File: src/rtl/trap_csr_sequencer_pkg.sv
// Shared definitions for the trap/MRET sequencer: CSR addresses, mstatus bit positions,
// privilege encodings and the sequencer state type.
package trap_csr_sequencer_pkg;

   localparam int XLEN_DEF   = 64;
   localparam int CSR_AW_DEF = 12;

   localparam logic [11:0] CSR_MSTATUS = 12'h300;
   localparam logic [11:0] CSR_MTVEC   = 12'h305;
   localparam logic [11:0] CSR_MEPC    = 12'h341;
   localparam logic [11:0] CSR_MCAUSE  = 12'h342;
   localparam logic [11:0] CSR_MTVAL   = 12'h343;

   localparam int MSTATUS_MIE    = 3;
   localparam int MSTATUS_MPIE   = 7;
   localparam int MSTATUS_MPP_LO = 11;
   localparam int MSTATUS_MPP_HI = 12;

   localparam logic [1:0] PRIV_U = 2'b00;
   localparam logic [1:0] PRIV_M = 2'b11;

   typedef enum logic [2:0] {
      IDLE,
      T_EPC,
      T_CAUSE,
      T_TVAL,
      T_STAT,
      M_STAT,
      REDIR
   } state_t;

endpackage

File: src/rtl/trap_csr_sequencer_if.sv
// Request/response bundle between writeback/trap handler, the sequencer and the CSR file.
// The sequencer connects through the slave modport; the pipeline side uses master.
interface trap_csr_sequencer_if #(
   parameter int XLEN   = 64,
   parameter int CSR_AW = 12
);
   logic              TRAP_REQ;
   logic [XLEN-1:0]   TRAP_CAUSE;
   logic [XLEN-1:0]   TRAP_EPC;
   logic [XLEN-1:0]   TRAP_TVAL;
   logic              MRET_REQ;
   logic              CSR_INSN_WE;
   logic [CSR_AW-1:0] CSR_INSN_ADDR;
   logic [XLEN-1:0]   CSR_INSN_DATA;
   logic [XLEN-1:0]   MTVEC;
   logic [XLEN-1:0]   MEPC;
   logic [XLEN-1:0]   MSTATUS;
   logic              CSR_WE;
   logic [CSR_AW-1:0] CSR_WADDR;
   logic [XLEN-1:0]   CSR_WDATA;
   logic              FLUSH;
   logic              REDIRECT_V;
   logic [XLEN-1:0]   REDIRECT_PC;
   logic [1:0]        PRIV;
   logic              BUSY;

   modport master (
      output TRAP_REQ, TRAP_CAUSE, TRAP_EPC, TRAP_TVAL, MRET_REQ,
             CSR_INSN_WE, CSR_INSN_ADDR, CSR_INSN_DATA, MTVEC, MEPC, MSTATUS,
      input  CSR_WE, CSR_WADDR, CSR_WDATA, FLUSH, REDIRECT_V, REDIRECT_PC, PRIV, BUSY
   );

   modport slave (
      input  TRAP_REQ, TRAP_CAUSE, TRAP_EPC, TRAP_TVAL, MRET_REQ,
             CSR_INSN_WE, CSR_INSN_ADDR, CSR_INSN_DATA, MTVEC, MEPC, MSTATUS,
      output CSR_WE, CSR_WADDR, CSR_WDATA, FLUSH, REDIRECT_V, REDIRECT_PC, PRIV, BUSY
   );

endinterface

File: src/rtl/trap_csr_sequencer_target.sv
// trap_target_calc: combinational trap redirect target from mtvec and the latched cause.
// Build option TRAP_VECTORED_EN: interrupts with mtvec mode 01 jump to base + 4*cause[5:0].
module trap_target_calc
   import trap_csr_sequencer_pkg::*;
#(
   parameter int XLEN = XLEN_DEF
) (
   input  logic [XLEN-1:0] i_mtvec,
   input  logic [XLEN-1:0] i_cause,
   output logic [XLEN-1:0] o_pc
);
   logic [XLEN-1:0] w_base;
   logic            w_unused;

   assign w_base = {i_mtvec[XLEN-1:2], 2'b00};

`ifdef TRAP_VECTORED_EN
   assign w_unused = ^i_cause[XLEN-2:6];

   always_comb begin
      // NOTE: default assignment first, so every path drives o_pc and no latch is inferred.
      o_pc = w_base;
      if (i_mtvec[1:0] == 2'b01 && i_cause[XLEN-1])
         o_pc = w_base + {{(XLEN-8){1'b0}}, i_cause[5:0], 2'b00};
   end
`else
   // Mode bits and cause do not affect the target in the direct-only build.
   assign w_unused = ^{i_cause, i_mtvec[1:0]};
   assign o_pc     = w_base;
`endif

endmodule

File: src/rtl/trap_csr_sequencer.sv
// trap_csr_sequencer: sequences trap entry and MRET, owning the single CSR-file write port.
// Build option TRAP_VECTORED_EN enables vectored interrupt targets inside trap_target_calc.
module trap_csr_sequencer
   import trap_csr_sequencer_pkg::*;
#(
   parameter int XLEN   = XLEN_DEF,
   parameter int CSR_AW = CSR_AW_DEF
) (
   input  logic                CLK,
   input  logic                RESET,
   trap_csr_sequencer_if.slave bus
);
   state_t            r_state;
   logic              r_csr_we;
   logic [CSR_AW-1:0] r_csr_waddr;
   logic [XLEN-1:0]   r_csr_wdata;
   logic              r_flush;
   logic              r_redirect_v;
   logic [XLEN-1:0]   r_redirect_pc;
   logic [1:0]        r_priv;
   logic              r_busy;
   logic [XLEN-1:0]   r_cause;
   logic [XLEN-1:0]   r_tval;
   logic [XLEN-1:0]   r_mepc;
   logic [1:0]        r_saved_priv;

   logic [XLEN-1:0]   w_target_pc;
   logic [XLEN-1:0]   w_trap_mstatus;
   logic [XLEN-1:0]   w_mret_mstatus;

   // Only MIE, MPIE and MPP change; every other mstatus bit is written back as read.
   always_comb begin
      w_trap_mstatus = bus.MSTATUS;
      w_trap_mstatus[MSTATUS_MPIE] = bus.MSTATUS[MSTATUS_MIE];
      w_trap_mstatus[MSTATUS_MIE]  = 1'b0;
      w_trap_mstatus[MSTATUS_MPP_HI:MSTATUS_MPP_LO] = r_saved_priv;

      w_mret_mstatus = bus.MSTATUS;
      w_mret_mstatus[MSTATUS_MIE]  = bus.MSTATUS[MSTATUS_MPIE];
      w_mret_mstatus[MSTATUS_MPIE] = 1'b1;
      w_mret_mstatus[MSTATUS_MPP_HI:MSTATUS_MPP_LO] = PRIV_U;
   end

   trap_target_calc #(.XLEN(XLEN)) u_target (
      .i_mtvec (bus.MTVEC),
      .i_cause (r_cause),
      .o_pc    (w_target_pc)
   );

   // Each state's CSR write is registered on entry, so outputs in a state show that state's write.
   always_ff @(posedge CLK or posedge RESET) begin
      if (RESET) begin
         r_state       <= IDLE;
         r_csr_we      <= 1'b0;
         r_csr_waddr   <= '0;
         r_csr_wdata   <= '0;
         r_flush       <= 1'b0;
         r_redirect_v  <= 1'b0;
         r_redirect_pc <= '0;
         r_priv        <= PRIV_M;
         r_busy        <= 1'b0;
         r_cause       <= '0;
         r_tval        <= '0;
         r_mepc        <= '0;
         r_saved_priv  <= PRIV_M;
      end else begin
         // NOTE: sequential state uses non-blocking assignments so every register sees pre-edge values.
         r_csr_we     <= 1'b0;
         r_redirect_v <= 1'b0;
         unique case (r_state)
            IDLE: begin
               if (bus.TRAP_REQ) begin
                  r_cause      <= bus.TRAP_CAUSE;
                  r_tval       <= bus.TRAP_TVAL;
                  r_saved_priv <= r_priv;
                  r_csr_we     <= 1'b1;
                  r_csr_waddr  <= CSR_AW'(CSR_MEPC);
                  r_csr_wdata  <= bus.TRAP_EPC;
                  r_flush      <= 1'b1;
                  r_busy       <= 1'b1;
                  r_state      <= T_EPC;
               end else if (bus.MRET_REQ) begin
                  r_mepc       <= bus.MEPC;
                  r_saved_priv <= bus.MSTATUS[MSTATUS_MPP_HI:MSTATUS_MPP_LO];
                  r_csr_we     <= 1'b1;
                  r_csr_waddr  <= CSR_AW'(CSR_MSTATUS);
                  r_csr_wdata  <= w_mret_mstatus;
                  r_flush      <= 1'b1;
                  r_busy       <= 1'b1;
                  r_state      <= M_STAT;
               end else if (bus.CSR_INSN_WE) begin
                  r_csr_we    <= 1'b1;
                  r_csr_waddr <= bus.CSR_INSN_ADDR;
                  r_csr_wdata <= bus.CSR_INSN_DATA;
               end
            end
            T_EPC: begin
               r_csr_we    <= 1'b1;
               r_csr_waddr <= CSR_AW'(CSR_MCAUSE);
               r_csr_wdata <= r_cause;
               r_state     <= T_CAUSE;
            end
            T_CAUSE: begin
               r_csr_we    <= 1'b1;
               r_csr_waddr <= CSR_AW'(CSR_MTVAL);
               r_csr_wdata <= r_tval;
               r_state     <= T_TVAL;
            end
            T_TVAL: begin
               r_csr_we    <= 1'b1;
               r_csr_waddr <= CSR_AW'(CSR_MSTATUS);
               r_csr_wdata <= w_trap_mstatus;
               r_state     <= T_STAT;
            end
            T_STAT: begin
               r_priv        <= PRIV_M;
               r_redirect_v  <= 1'b1;
               r_redirect_pc <= w_target_pc;
               r_state       <= REDIR;
            end
            M_STAT: begin
               r_priv        <= r_saved_priv;
               r_redirect_v  <= 1'b1;
               r_redirect_pc <= r_mepc;
               r_state       <= REDIR;
            end
            REDIR: begin
               r_flush <= 1'b0;
               r_busy  <= 1'b0;
               r_state <= IDLE;
            end
            default: r_state <= IDLE;
         endcase
      end
   end

   assign bus.CSR_WE      = r_csr_we;
   assign bus.CSR_WADDR   = r_csr_waddr;
   assign bus.CSR_WDATA   = r_csr_wdata;
   assign bus.FLUSH       = r_flush;
   assign bus.REDIRECT_V  = r_redirect_v;
   assign bus.REDIRECT_PC = r_redirect_pc;
   assign bus.PRIV        = r_priv;
   assign bus.BUSY        = r_busy;

endmodule

File: src/flat_wrapper.sv
// flat-port wrapper written by rule: the top's interface ports become plain ports
module trap_csr_sequencer_flat import trap_csr_sequencer_pkg::*;
#(
   parameter int XLEN   = XLEN_DEF,
   parameter int CSR_AW = CSR_AW_DEF
)
  (CLK, RESET, bus_TRAP_REQ, bus_TRAP_CAUSE, bus_TRAP_EPC, bus_TRAP_TVAL, bus_MRET_REQ, bus_CSR_INSN_WE, bus_CSR_INSN_ADDR, bus_CSR_INSN_DATA, bus_MTVEC, bus_MEPC, bus_MSTATUS, bus_CSR_WE, bus_CSR_WADDR, bus_CSR_WDATA, bus_FLUSH, bus_REDIRECT_V, bus_REDIRECT_PC, bus_PRIV, bus_BUSY);
  trap_csr_sequencer_if #(.XLEN(XLEN), .CSR_AW(CSR_AW)) bus_i ();
  input  logic CLK;
  input  logic RESET;
  input wire logic [$bits(bus_i.TRAP_REQ)-1:0] bus_TRAP_REQ;
  input wire logic [$bits(bus_i.TRAP_CAUSE)-1:0] bus_TRAP_CAUSE;
  input wire logic [$bits(bus_i.TRAP_EPC)-1:0] bus_TRAP_EPC;
  input wire logic [$bits(bus_i.TRAP_TVAL)-1:0] bus_TRAP_TVAL;
  input wire logic [$bits(bus_i.MRET_REQ)-1:0] bus_MRET_REQ;
  input wire logic [$bits(bus_i.CSR_INSN_WE)-1:0] bus_CSR_INSN_WE;
  input wire logic [$bits(bus_i.CSR_INSN_ADDR)-1:0] bus_CSR_INSN_ADDR;
  input wire logic [$bits(bus_i.CSR_INSN_DATA)-1:0] bus_CSR_INSN_DATA;
  input wire logic [$bits(bus_i.MTVEC)-1:0] bus_MTVEC;
  input wire logic [$bits(bus_i.MEPC)-1:0] bus_MEPC;
  input wire logic [$bits(bus_i.MSTATUS)-1:0] bus_MSTATUS;
  output wire logic [$bits(bus_i.CSR_WE)-1:0] bus_CSR_WE;
  output wire logic [$bits(bus_i.CSR_WADDR)-1:0] bus_CSR_WADDR;
  output wire logic [$bits(bus_i.CSR_WDATA)-1:0] bus_CSR_WDATA;
  output wire logic [$bits(bus_i.FLUSH)-1:0] bus_FLUSH;
  output wire logic [$bits(bus_i.REDIRECT_V)-1:0] bus_REDIRECT_V;
  output wire logic [$bits(bus_i.REDIRECT_PC)-1:0] bus_REDIRECT_PC;
  output wire logic [$bits(bus_i.PRIV)-1:0] bus_PRIV;
  output wire logic [$bits(bus_i.BUSY)-1:0] bus_BUSY;
  assign bus_i.TRAP_REQ = bus_TRAP_REQ;
  assign bus_i.TRAP_CAUSE = bus_TRAP_CAUSE;
  assign bus_i.TRAP_EPC = bus_TRAP_EPC;
  assign bus_i.TRAP_TVAL = bus_TRAP_TVAL;
  assign bus_i.MRET_REQ = bus_MRET_REQ;
  assign bus_i.CSR_INSN_WE = bus_CSR_INSN_WE;
  assign bus_i.CSR_INSN_ADDR = bus_CSR_INSN_ADDR;
  assign bus_i.CSR_INSN_DATA = bus_CSR_INSN_DATA;
  assign bus_i.MTVEC = bus_MTVEC;
  assign bus_i.MEPC = bus_MEPC;
  assign bus_i.MSTATUS = bus_MSTATUS;
  assign bus_CSR_WE = bus_i.CSR_WE;
  assign bus_CSR_WADDR = bus_i.CSR_WADDR;
  assign bus_CSR_WDATA = bus_i.CSR_WDATA;
  assign bus_FLUSH = bus_i.FLUSH;
  assign bus_REDIRECT_V = bus_i.REDIRECT_V;
  assign bus_REDIRECT_PC = bus_i.REDIRECT_PC;
  assign bus_PRIV = bus_i.PRIV;
  assign bus_BUSY = bus_i.BUSY;
  trap_csr_sequencer #(.XLEN(XLEN), .CSR_AW(CSR_AW)) u_core (.CLK(CLK), .RESET(RESET), .bus(bus_i));
endmodule
File: config.mk
export PLATFORM = sky130hd
export DESIGN_NAME = trap_csr_sequencer_flat
export DESIGN_NICKNAME = d
export VERILOG_FILES = /design/src/rtl/trap_csr_sequencer_pkg.sv /design/src/rtl/trap_csr_sequencer_if.sv /design/src/rtl/trap_csr_sequencer_target.sv /design/src/rtl/trap_csr_sequencer.sv /design/src/flat_wrapper.sv
export SDC_FILE = /design/constraint.sdc
export NUM_CORES = 1
export LEC_CHECK = 0
export ABC_CLOCK_PERIOD_IN_PS = 31600
export CELL_PAD_IN_SITES_DETAIL_PLACEMENT = 0
export CELL_PAD_IN_SITES_GLOBAL_PLACEMENT = 1
export CORE_AREA = 2 2 236 238
export CTS_CLUSTER_DIAMETER = 50
export DETAILED_ROUTE_END_ITERATION = 8
export DIE_AREA = 0 0 238 240
export HOLD_SLACK_MARGIN = 0.06
export PLACE_DENSITY_LB_ADDON = 0.1
export SLEW_MARGIN = 20
export SYNTH_ARGS = -nofsm -noshare
export SYNTH_HDL_FRONTEND = slang
export SYNTH_HIERARCHICAL = 1
export SYNTH_SLANG_ARGS = --single-unit
File: constraint.sdc
create_clock -name CLK -period 31.6 [get_ports CLK]
set_clock_uncertainty 0.2 [all_clocks]
set_input_delay 4.74 -clock CLK [delete_from_list [all_inputs] [get_ports CLK]]
set_output_delay 4.74 -clock CLK [all_outputs]
set_load 0.03 [all_outputs]
After elaboration in Yosys (flattened, before gate mapping)

Cells that the tools add are included.

Register bits after elaboration: 342
Output and inout port bits: 146

Bitwise operators: 1
Muxes and demuxes: 23
Equal/unequal tests: 8
Reductions and logical operators: 12

Operator list:

| operator             | count |
|---|---|
| $pmux W64 S4         | 1 |
| $mux W64             | 3 |
| $pmux W64 S2         | 1 |
| $pmux W12 S4         | 1 |
| $mux W12             | 3 |
| $pmux W3 S5          | 1 |
| $eq A3 B3 Y1 const B | 3 |
| $reduce_and A2 Y1    | 4 |
| $eq A3 B2 Y1 const B | 2 |
| $mux W1              | 6 |
| $mux W3              | 2 |
| $reduce_bool A2 Y1   | 3 |
| $mux W2              | 2 |
| $ne A4 B4 Y1 const B | 1 |
| $pmux W1 S2          | 2 |
| $pmux W2 S2          | 1 |
| $reduce_bool A4 Y1   | 1 |
| $eq A3 B1 Y1 const B | 1 |
| $logic_not A3 Y1     | 1 |
| $ne A3 B3 Y1 const B | 1 |
| $reduce_and A3 Y1    | 1 |
| $reduce_or A3 Y1     | 1 |
| $reduce_or A2 Y1     | 1 |
| $not A1 Y1           | 1 |

Longest topological paths before layout

Depth after elaboration: 4
Gate-level depth with buffers: 8

Hierarchy

The synthesis kept the hierarchy.

By module, submodules not included:

| module             | cells each | area an instance (sq um) | times used |
|---|---|---|---|
| trap_csr_sequencer | 1433       | 16293.1                  | 1 |
| trap_target_calc   | 65         | 484.2                    | 1 |

Worst setup path after synthesis

OpenSTA, ideal clock, no wires.

Kind: input port to flip-flop
From: input port bus_MRET_REQ
To: register u_core.r_mepc[0]
Setup time: 125 ps
Setup slack: 25415 ps
Stages: 6
Data arrival time: 5860 ps
Path through: buf_2 nor2b_1 buf_2 nand2_2 buf_2 mux2_2

Cells in the longest elaborated chain, start to end: 1

Ends and longest elaborated chain:

| item                        | line                     | RTL |
|---|---|---|
| start, declared             | flat_wrapper.sv:15       | `input wire logic [$bits(bus_i.MRET_REQ)-1:0] bus_MRET_REQ;` |
| $reduce_and A3 Y1 (no line) | --                       |  |
| end signal, assigned        | trap_csr_sequencer.sv:83 | `r_mepc <= bus.MEPC;` |
| end, declared               | trap_csr_sequencer.sv:24 | `logic [XLEN-1:0] r_mepc;` |

Every way passes these cells.
A chain may end at the register's enable or synchronous reset.

Worst setup path in the final report

From: input port bus_TRAP_REQ
To: register u_core.r_mepc[6]

Cells in the longest elaborated chain, start to end: 2

Ends and longest elaborated chain:

| item                        | line               | RTL |
|---|---|---|
| start, declared             | flat_wrapper.sv:11 | `input wire logic [$bits(bus_i.TRAP_REQ)-1:0] bus_TRAP_REQ;` |
| $not A1 Y1 (no line)        | --                 |  |
| $reduce_and A3 Y1 (no line) | --                 |  |

Every way passes these cells.

==> impl_results.md <==
- Post-synth EDFFs: 0
- Die W: 238 um
- Pin count of the biggest net entering global routing: about 130
- Register area share after synthesis: 0.510
- Post_cts resized: 0
- Routability-driven placement congestion ratio: between 0.7 and 0.8
- Pwr per Cell Area: 99.3 nW/um2
- CTS Root Cell: clkbuf_16
- Max Freq: between 100 and 150 MHz
- Worst slew pin tran: between 0.9 and 1 ns
- Worst-Skew Late Latency: around 0.58 ns
- Hold Path Class: reg -> reg
- Critical R2R Launch: u_core/r_state[0]$_DFFE_PP0P_
- Synth Area per Inst: around 11 um2
- Total number of vias: 13.3k
- Clock Path Buffers: 3
- CORE AREA: 54700 um2
- Post-Synthesis Cells: 1498
- CTS Buf Count: 49
- Hold Worst Slack: 0.271 ns
- CP Class: in -> reg
- Arrival @ worst endpoint: ~7.7 ns
- Post-Route M1 WL: roughly 25 mm
- Setup-failing EPs final: 0
- Metal2 WL: 30.4 mm
- DR top layer: met5
- R2R setup slack: 27.89 ns
- GRT overflow: 0
- Met3 WL: approximately 5.5 mm
- Reg-to-Reg End: u_core/bus.CSR_WDATA[52]$_DFFE_PP0P_
- Drt wl/cell: roughly 23 um
- Share of cells above drive strength 1: 0.154
- Yosys reg bits: about 340
- Tot Pwr: 2.43 mW
- Post-CTS Hold Fix Bufs: 0
- CP Launch Type: input port
- Die H: about 240 um
- Final Hold Vio Count: 0
- Ports: between 600 and 700
- PortBufs: 608
- Count of different cell masters after synthesis: 42
- TNS Setup: 0 ns
- First-pass GRT wire length: approximately 90 mm
- Worst Hold Launch: u_core/bus.CSR_WADDR[3]$_DFFE_PP0P_
- Starting density of the core: 0.307
- FP Rows: between 80 and 90
- Clock-pin slew on the worst setup and hold paths: about 0.06 ns
- WHS Endpoint: u_core/bus.CSR_WADDR[3]$_DFFE_PP0P_
- Minimum clock period: 7.41 ns
- Worst Hold Depth: 2
- Final period utilization: 0.235
- Mapped cell area: 16800 um2
- Pins Over Slew Limit: 0
- Area delta synth->final: 46.1%
- Top FF cell, synth: dfrtp_1
- P_leak: a little over 10 nW
- Total GRT Usage: 0.214
- Vias per cell: 4.85
- Max-Cap Viols: 0
- Post-DP HPWL: 42.5 mm
- Clock Sinks: ~340
- Detail Route Antenna Nets: 0
- Final wirelength: between 60 and 70 mm
- H-tree depth: 2
- RSZ-0062 raised after global routing: false
- DRC: 0
- Setup Buffers After CTS: 0
- Setup crit end kind: flip-flop
- Status: completed
- DRT iter0 DRCs: between 500 and 600
- CP Max Fanout: 64
- Fill cells: around 5.3k
- VDD IR max: 0.0488 mV
- Layout Nets: between 2k and 2.5k
- CTS tree: yes
- Initial antenna violation count: 22
- Ys Warns: 6
- Critical Path RT: 31.86 ns
- Async S/R FF share, synth: 1.00
- Slew HR: 0.337
- Path depth of the worst reg2reg path: 5
- Die area: between 50000 and 60000 um2
- Pre-Repair DR Iteration Count: 4
- Vias in the first global route: about 14k
critical path, cell delays in order:
cell	delay, ns
buf_4	0.33
buf_4	0.61
nor2b_4	0.06
buf_4	0.40
nand2_2	0.17
buf_4	0.74
mux2_2	0.42
sequential cells by signal, indices dropped and copies added (netlist names):
name and flops:
u_core/r_mepc 64, u_core/r_state 3, u_core/bus.PRIV 2, u_core/bus.REDIRECT_PC 64, u_core/bus.CSR_WE 1, u_core/r_cause 64
u_core/r_saved_priv 2, u_core/bus.CSR_WADDR 12, u_core/bus.BUSY 1, u_core/bus.REDIRECT_V 1, u_core/r_tval 64, u_core/bus.CSR_WDATA 64
routing by layer:
metal,track usage,up-vias
met4,0.0547,26
met2,0.359,389
met5,0,-
met1,0.259,6530
li1,-,6273
met3,0.0811,98
through the flow:
step | util | instances | instance area, um2 | setup WS, ns
detailed placement | 0.418 | 2650 | 22900 | 23.56
global placement | 0.418 | 2650 | 22900 | 23.60
floorplan | - | 1499 | 16800 | 17.19
global route | 0.448 | 2742 | 24500 | 23.95
finish | 0.448 | 2747 | 24500 | 24.19
CTS | 0.448 | 2738 | 24500 | 24.18
worst max-delay path by stage:
stage	from	endpoint	slack [ns]	cells after the start
after floorplan	RESET	u_core/bus.BUSY$_DFFE_PP0P_	17.19	1
final	bus_TRAP_REQ	u_core/r_mepc[6]$_DFFE_PP0P_	24.19	7
after global routing	RESET	u_core/r_tval[49]$_DFFE_PP0P_	23.95	4
after CTS	bus_TRAP_REQ	u_core/r_mepc[53]$_DFFE_PP0P_	24.18	7
after detailed placement	bus_TRAP_REQ	u_core/r_mepc[14]$_DFFE_PP0P_	23.56	7
after global placement	bus_TRAP_REQ	u_core/r_mepc[7]$_DFFE_PP0P_	23.60	7
report_power, final:
group / switching [mW] / internal [mW]
Clock: 0.209 / 0.340
Sequential: 0.140 / 0.659
Combinational: 0.586 / 0.501
cells by family (layout without fill, tap and decap cells):
family | Yosys count | count (layout) | synth area share
multiplexers | 322 | 322 | 0.206
AO/OA/AOI/OAI | 344 | 344 | 0.137
flip-flops | 342 | 342 | 0.510
other | 1 | 11 | 0.000224
AND/OR/NAND/NOR | 299 | 299 | 0.0791
buffers and inverters | 190 | 725 | 0.0673
layout by cell type (no fill, tap or decap), drive strengths merged, types with 3 or more instances in the layout:
cell type / count
a22oi: 3
nand2b: 60
a22o: 55
a21o: 4
diode: 9
inv: 11
a21oi: 70
o22ai: 6
o2bb2ai: 4
clkinv: 11
clkdlybuf4s50: 607
mux2: 192
clkbuf: 70
nand3: 7
nand2: 208
a2bb2oi: 5
nor2: 11
a211oi: 56
clkinvlp: 4
o21ai: 77
dfrtp: 338
dfstp: 4
o31ai: 57
mux2i: 130
buf: 20
cell usage after synthesis (2+ instances only):
master,count,area [um2]
nand3_1,7,35.0
a2bb2oi_1,5,43.8
a22o_1,55,482
a31oi_1,2,12.5
nand2_1,207,777
buf_4,75,563
a211oi_1,56,420
mux2_2,192,2160
a22oi_1,3,22.5
dfrtp_1,338,8460
inv_1,9,33.8
buf_2,48,240
mux2i_1,130,1300
a21oi_1,70,350
dfstp_2,4,105
o2bb2ai_1,4,35.0
and2_1,2,12.5
nand2b_1,60,375
nor2_1,10,37.5
o31ai_1,57,428
o22ai_1,6,37.5
nor2b_1,2,12.5
buf_1,7,26.3
or2_2,2,12.5
a21o_1,4,30.0
o21ai_0,77,385
nor3b_1,2,15.0
clkbuf_1,40,150
a221oi_1,2,17.5
buf_6,10,113
layout make-up:
class                   instances  area [um2]  area share
diodes                          9        22.5    0.000919
clock buffers                  70        1480      0.0603
inverters                      10        45.0     0.00184
well taps                     704         881      0.0359
flip-flops and latches        342        8570       0.350
clock inverters                18         160     0.00653
multi-input cells             967        7130       0.291
repair buffers                627        6230       0.254
Power figures use the tool's default switching activity.
